<file path="src/rtl/riscv_core_wba_pkg.sv">
// Shared types and constants for the integer register-file writeback arbiter.
package riscv_core_wba_pkg;

    localparam int XLEN = 64;
    localparam int AW   = 5;

    typedef enum logic [1:0] {
        REQ_ALU = 2'd0,
        REQ_MDU = 2'd1,
        REQ_LSU = 2'd2
    } req_idx_e;

    typedef struct packed {
        logic            valid;
        logic [AW-1:0]   addr;
        logic [XLEN-1:0] data;
    } wb_req_t;

endpackage

</file>
<file path="src/rtl/riscv_core_rr_arbiter.sv">
// Round-robin grant generator: searches from the pointer upward with wrap and
// moves the pointer just past the winner on every accepted request.
module riscv_core_rr_arbiter #(
    parameter int NUM_REQ = 3
) (
    input  logic               i_clk,
    input  logic               i_rst_n,
    input  logic [NUM_REQ-1:0] i_req,
    output logic [NUM_REQ-1:0] o_grant,
    output logic [1:0]         o_grant_idx,
    output logic               o_accept
);

    if (NUM_REQ < 1 || NUM_REQ > 4) begin : g_bad_num_req
        $error("riscv_core_rr_arbiter: NUM_REQ must be in 1..4");
    end

    logic [1:0] r_ptr;
    logic [1:0] w_ptr_nxt;
    logic [2:0] w_sum;
    logic [2:0] w_nxt_sum;

    // NOTE: every signal driven here gets a default first, so no path leaves it unassigned and no latch is inferred.
    always_comb begin
        o_grant     = '0;
        o_grant_idx = '0;
        o_accept    = 1'b0;
        w_ptr_nxt   = r_ptr;
        w_sum       = '0;
        w_nxt_sum   = '0;
        for (int off = 0; off < NUM_REQ; off++) begin
            w_sum = {1'b0, r_ptr} + 3'(off);
            if (w_sum >= 3'(NUM_REQ)) begin
                w_sum = w_sum - 3'(NUM_REQ);
            end
            // Ready is forced low while reset is held, even before the first edge.
            if (!o_accept && i_rst_n && i_req[w_sum[1:0]]) begin
                o_accept              = 1'b1;
                o_grant[w_sum[1:0]]   = 1'b1;
                o_grant_idx           = w_sum[1:0];
                w_nxt_sum             = w_sum + 3'd1;
                w_ptr_nxt             = (w_nxt_sum >= 3'(NUM_REQ)) ? 2'd0 : w_nxt_sum[1:0];
            end
        end
    end

    // NOTE: state registers use non-blocking assignments so every flop samples pre-edge values.
    always_ff @(posedge i_clk or negedge i_rst_n) begin
        if (!i_rst_n) begin
            r_ptr <= 2'd0;
        end else begin
            r_ptr <= w_ptr_nxt;
        end
    end

endmodule

</file>
<file path="src/rtl/riscv_core_wb_arbiter.sv">
// Arbitrates ALU/MDU/LSU results onto the single RF write port (we3/a3/wd3),
// registering the winner one cycle after acceptance and suppressing x0 writes.
module riscv_core_wb_arbiter #(
    parameter int NUM_REQ = 3,
    parameter int XLEN    = 64,
    parameter int AW      = 5
) (
    input  logic                    i_wba_clk,
    input  logic                    i_wba_rst_n,
    input  logic [NUM_REQ-1:0]      i_wba_req_valid,
    input  logic [NUM_REQ*AW-1:0]   i_wba_req_addr,
    input  logic [NUM_REQ*XLEN-1:0] i_wba_req_data,
    output logic [NUM_REQ-1:0]      o_wba_req_ready,
    output logic                    o_wba_rf_we3,
    output logic [AW-1:0]           o_wba_rf_a3,
    output logic [XLEN-1:0]         o_wba_rf_wd3,
    output logic [1:0]              o_wba_grant_id,
    output logic                    o_wba_busy
);

    import riscv_core_wba_pkg::*;

    logic [NUM_REQ-1:0] w_grant;
    logic [1:0]         w_grant_idx;
    logic               w_accept;
    logic [AW-1:0]      w_sel_addr;
    logic [XLEN-1:0]    w_sel_data;

    logic               r_we3;
    logic [AW-1:0]      r_a3;
    logic [XLEN-1:0]    r_wd3;
    logic [1:0]         r_grant_id;

    riscv_core_rr_arbiter #(
        .NUM_REQ (NUM_REQ)
    ) u_rr_arbiter (
        .i_clk       (i_wba_clk),
        .i_rst_n     (i_wba_rst_n),
        .i_req       (i_wba_req_valid),
        .o_grant     (w_grant),
        .o_grant_idx (w_grant_idx),
        .o_accept    (w_accept)
    );

    assign w_sel_addr = i_wba_req_addr[w_grant_idx*AW +: AW];
    assign w_sel_data = i_wba_req_data[w_grant_idx*XLEN +: XLEN];

    assign o_wba_req_ready = w_grant;
    assign o_wba_busy      = i_wba_rst_n & (|(i_wba_req_valid & ~w_grant));

    // x0 writes are still accepted and recorded on a3/wd3/grant_id, only the enable is dropped.
    always_ff @(posedge i_wba_clk or negedge i_wba_rst_n) begin
        if (!i_wba_rst_n) begin
            r_we3      <= 1'b0;
            r_a3       <= '0;
            r_wd3      <= '0;
            r_grant_id <= REQ_ALU;
        end else begin
            r_we3 <= w_accept && (w_sel_addr != '0);
            if (w_accept) begin
                r_a3       <= w_sel_addr;
                r_wd3      <= w_sel_data;
                r_grant_id <= w_grant_idx;
            end
        end
    end

    assign o_wba_rf_we3   = r_we3;
    assign o_wba_rf_a3    = r_a3;
    assign o_wba_rf_wd3   = r_wd3;
    assign o_wba_grant_id = r_grant_id;

endmodule

</file>
<file path="config.mk">
export PLATFORM = sky130hd
export DESIGN_NAME = riscv_core_wb_arbiter
export DESIGN_NICKNAME = d
export VERILOG_FILES = /design/src/rtl/riscv_core_wba_pkg.sv /design/src/rtl/riscv_core_rr_arbiter.sv /design/src/rtl/riscv_core_wb_arbiter.sv
export SDC_FILE = /design/constraint.sdc
export NUM_CORES = 1
export LEC_CHECK = 0
export ABC_AREA = 1
export BUFFER_PORTS_ARGS = -buffer_cell sky130_fd_sc_hd__buf_2
export CAP_MARGIN = 20
export CORE_AREA = 4 4 139 141
export DETAILED_ROUTE_END_ITERATION = 8
export DIE_AREA = 0 0 143 145
export GPL_ROUTABILITY_DRIVEN = 0
export HOLD_SLACK_MARGIN = 0.02
export PLACE_DENSITY_LB_ADDON = 0.25
export SLEW_MARGIN = 20
export SYNTH_ARGS = -nofsm -noshare
export SYNTH_HDL_FRONTEND = slang
export SYNTH_HIERARCHICAL = 1
export SYNTH_SLANG_ARGS = --single-unit
</file>
<file path="constraint.sdc">
create_clock -name i_wba_clk -period 2.45 [get_ports i_wba_clk]
set_input_delay 0.3675 -clock i_wba_clk [delete_from_list [all_inputs] [get_ports i_wba_clk]]
set_output_delay 0.3675 -clock i_wba_clk [all_outputs]
set_load 0.01 [all_outputs]
</file>
==> results.md <==
- Post-Syn Area: between 4000 and 5000 sq um
- Vias per cell: around 4.6
- Area occupied by multi-input gates: approximately 2400 sq um
- Clock root buffer: clkbuf_16
- Ys async rst share: between 90% and 100%
- Startpoint Class: flip-flop
- # DRC: 0
- Element type at the critical path end: primary output
- Post-synth EDFFs: 0
- Die Width: between 100 and 150 um
- CTS max path bufs: 2
- Period minus WS final: around 2.6 ns
- Placed cells: approximately 1100
- Die Ht: ~150 um
- Final Hold Viols: 0
- Total track usage: 15.62%
- Setup violations, final: 2
- Layout area overhead: 56.88%
- Pwr Total: roughly 10 mW
- FF+latch count, synth: 74
- Peak Freq: just under 400 MHz
- Most common cell in the synthesized netlist: nand2_1
- Syn nets: around 790
- CTS tree: yes
- Max-cap viol count: 0
- Synth cell types: 27
- HP Class: input port to asynchronous set/reset pin
- Post-Syn Instances: approximately 580
- Post-route ant nets: 0
- CTS sink count: 74
- Register area share after synthesis: 41.36%
- Fillers: slightly below 2000
- Ys Warns: 6
- Commonest cells post-synth: nand2_1, nor2_1, dfrtp_1
- Arrival @ worst endpoint: around 2.2 ns
- Reg clk slew, reported paths: 0.06 ns
- Final Skew: between 0.005 and 0.006 ns
- Worst R2R Setup Slack: -0.07 ns
- Outcome: finished with violations
- Violations in the final reports: setup timing
- Total CTS buffers: 9
- Ratio of cells with drive above 1 in the final layout: approximately 49%
- Top post-synthesis cells by area: dfrtp_1, a31oi_1, nand2_1, o211ai_1, nor2_1
- Worst setup margin: -0.1474 ns
- First drt pass iteration count: 6
- Routed WL: approximately 17 mm
- H-Tree Depth: 3
- Antenna violations before repair: 1
- Nets@finish: 1099
- Syn_area_per_cell: 7.786 sq um
- Max-slew violations: 0
- Buffers on Ports: ~290
- Final Non-Filler Cells: 1117
- Slew HR: approximately 64%
- Sequential Area: ~1900 sq um
- RSZ-0062 raised after global routing: yes
- Leakage power: 3.429 nW
- Yosys top cell area share: approximately two fifths
- Initial DRC count: 229
- Area of the core: between 15000 and 20000 sq um
- Overflow after GRT: 0
- Final core utilization: roughly 39%
- Clk_lat worst skew: ~0.34 ns
- Cell Chain, Critical Path: buf_4 -> ha_2 -> o21ai_4 -> nand2_4 -> nand3_2 -> nand2_1 -> inv_2 -> nand2_2 -> o22ai_2 -> o21ai_1 -> inv_1 -> buf_2
- Num rows: 49
- Max VDD drop: approximately 0.53 mV
- PwrDens: 1479 nW/um^2
- Wire per inst: 15.65 um
- HPWL Detailed: around 13 mm
- Io pins: 288
- Die Area: ~21000 sq um
- Largest net degree at the start of global routing: 54
- Actual slew at the worst max-slew pin: 0.5364 ns
- Leading area contributor after synthesis: dfrtp_1
- Slowest-stage cell, CP: dfrtp_1
- Crit path required time: 2.08 ns
- Synth Flop Type: dfrtp_1
- Setup TNS: -0.2171 ns
- Initial Utilization: around a quarter
- Crit-path max cell delay: just under 0.4 ns
- Final worst path period share: 106.0%
- First-pass GRT wire length: between 20 and 30 mm
- Crit Path Max Fanout: 4
- Vias in the first global route: about 5000
- Crit path kind: flip-flop to primary output
- Vias: 5130
placed cells by master, fill, tap and decap left out, types with 12 or more instances in the layout:
master,netlist,routed
a31oi_1,68,67
buf_2,11,286
buf_4,5,34
clkbuf_16,0,12
dfrtp_1,74,73
inv_1,26,23
nand2_1,107,103
nand3_1,14,12
nor2_1,96,95
o211ai_1,53,53
or2_2,53,53
stage by stage:
step | hold WS (ns) | setup slack [ns] | area [sq um]
4_1_cts | 0.1752 | -0.1471 | 6847
3_3_place_gp | 0.1993 | 0.07330 | 6337
5_1_grt | 0.2131 | -0.2556 | 7023
2_1_floorplan | 0.07191 | 0.1371 | 4477
3_5_place_dp | 0.1968 | -0.003360 | 6337
6_report | 0.1593 | -0.1474 | 7023
cells by family (layout without fill, tap and decap cells):
family	after synthesis	in the layout	synth area share, %
adder cells (fa/ha/maj)	4	4	1.118
AND/OR/NAND/NOR	285	285	28.93
flip-flops	74	74	41.36
AO/OA/AOI/OAI	139	139	20.57
other	0	1	0
buffers and inverters	73	385	8.021
final timing paths:
check	startpoint	to	depth (start not counted)
min	i_wba_rst_n	u_rr_arbiter/r_ptr[1]$_DFFE_PN0P_	2
min reg2reg	o_wba_grant_id[1]$_DFFE_PN0P_	o_wba_grant_id[1]$_DFFE_PN0P_	2
max reg2reg	u_rr_arbiter/r_ptr[1]$_DFFE_PN0P_	u_rr_arbiter/r_ptr[0]$_DFFE_PN0P_	17
max	u_rr_arbiter/r_ptr[0]$_DFFE_PN0P_	o_wba_busy	12
max in group asynchronous	i_wba_rst_n	o_wba_rf_wd3[16]$_DFFE_PN0P_	2
min in group i_wba_clk	i_wba_req_data[130]	o_wba_rf_wd3[2]$_DFFE_PN0P_	3
power breakdown:
group          total [mW]  internal (mW)  switching (mW)  leakage (nW)
clock network        1.51          0.990           0.518         0.163
logic                6.66           2.93            3.73          2.43
registers            2.22           1.90           0.319         0.835
total                10.4           5.82            4.56          3.43
area by class of cell:
| type | instances | area share, % |
|---|---|---|
| tap | 229 | 4.080 |
| antenna | 1 | 0.03563 |
| sequential | 74 | 26.39 |
| multi-input combinational | 428 | 34.17 |
| inverter | 29 | 1.586 |
| timing repair buffer | 341 | 29.00 |
| clock buffer | 10 | 3.260 |
| clock inverter | 5 | 1.479 |
sequential cells by signal (all words and copies together) (netlist names):
register and count:
o_wba_grant_id 2, o_wba_rf_wd3 64, o_wba_rf_we3 1, u_rr_arbiter/r_ptr 2, o_wba_rf_a3 5
per-layer routing:
layer  GRT usage (%)  wire (um)
met1           18.57       7165
met2           27.47       8728
met3           3.323       1279
met4           5.703        304
met5               0          0
worst max-delay path: cells and delay by family, from the launching register on:
kind            cells  cell delay (ns)
compound gates      3             0.45
fa+ha+maj           1             0.21
buf+inv             4             0.49
flops               1             0.39
simple gates        4             0.35
repair_timing:
action                     in CTS  in global routing
hold endpoints to repair        2                  0
pin swaps                      13                  5
cloned                          0                  3
setup endpoints to repair       5                 71
hold buffers                    1                  0
resized for setup              22                 15
buffers inserted               11                  4
Note: power is estimated with default switching activity, not from simulation.
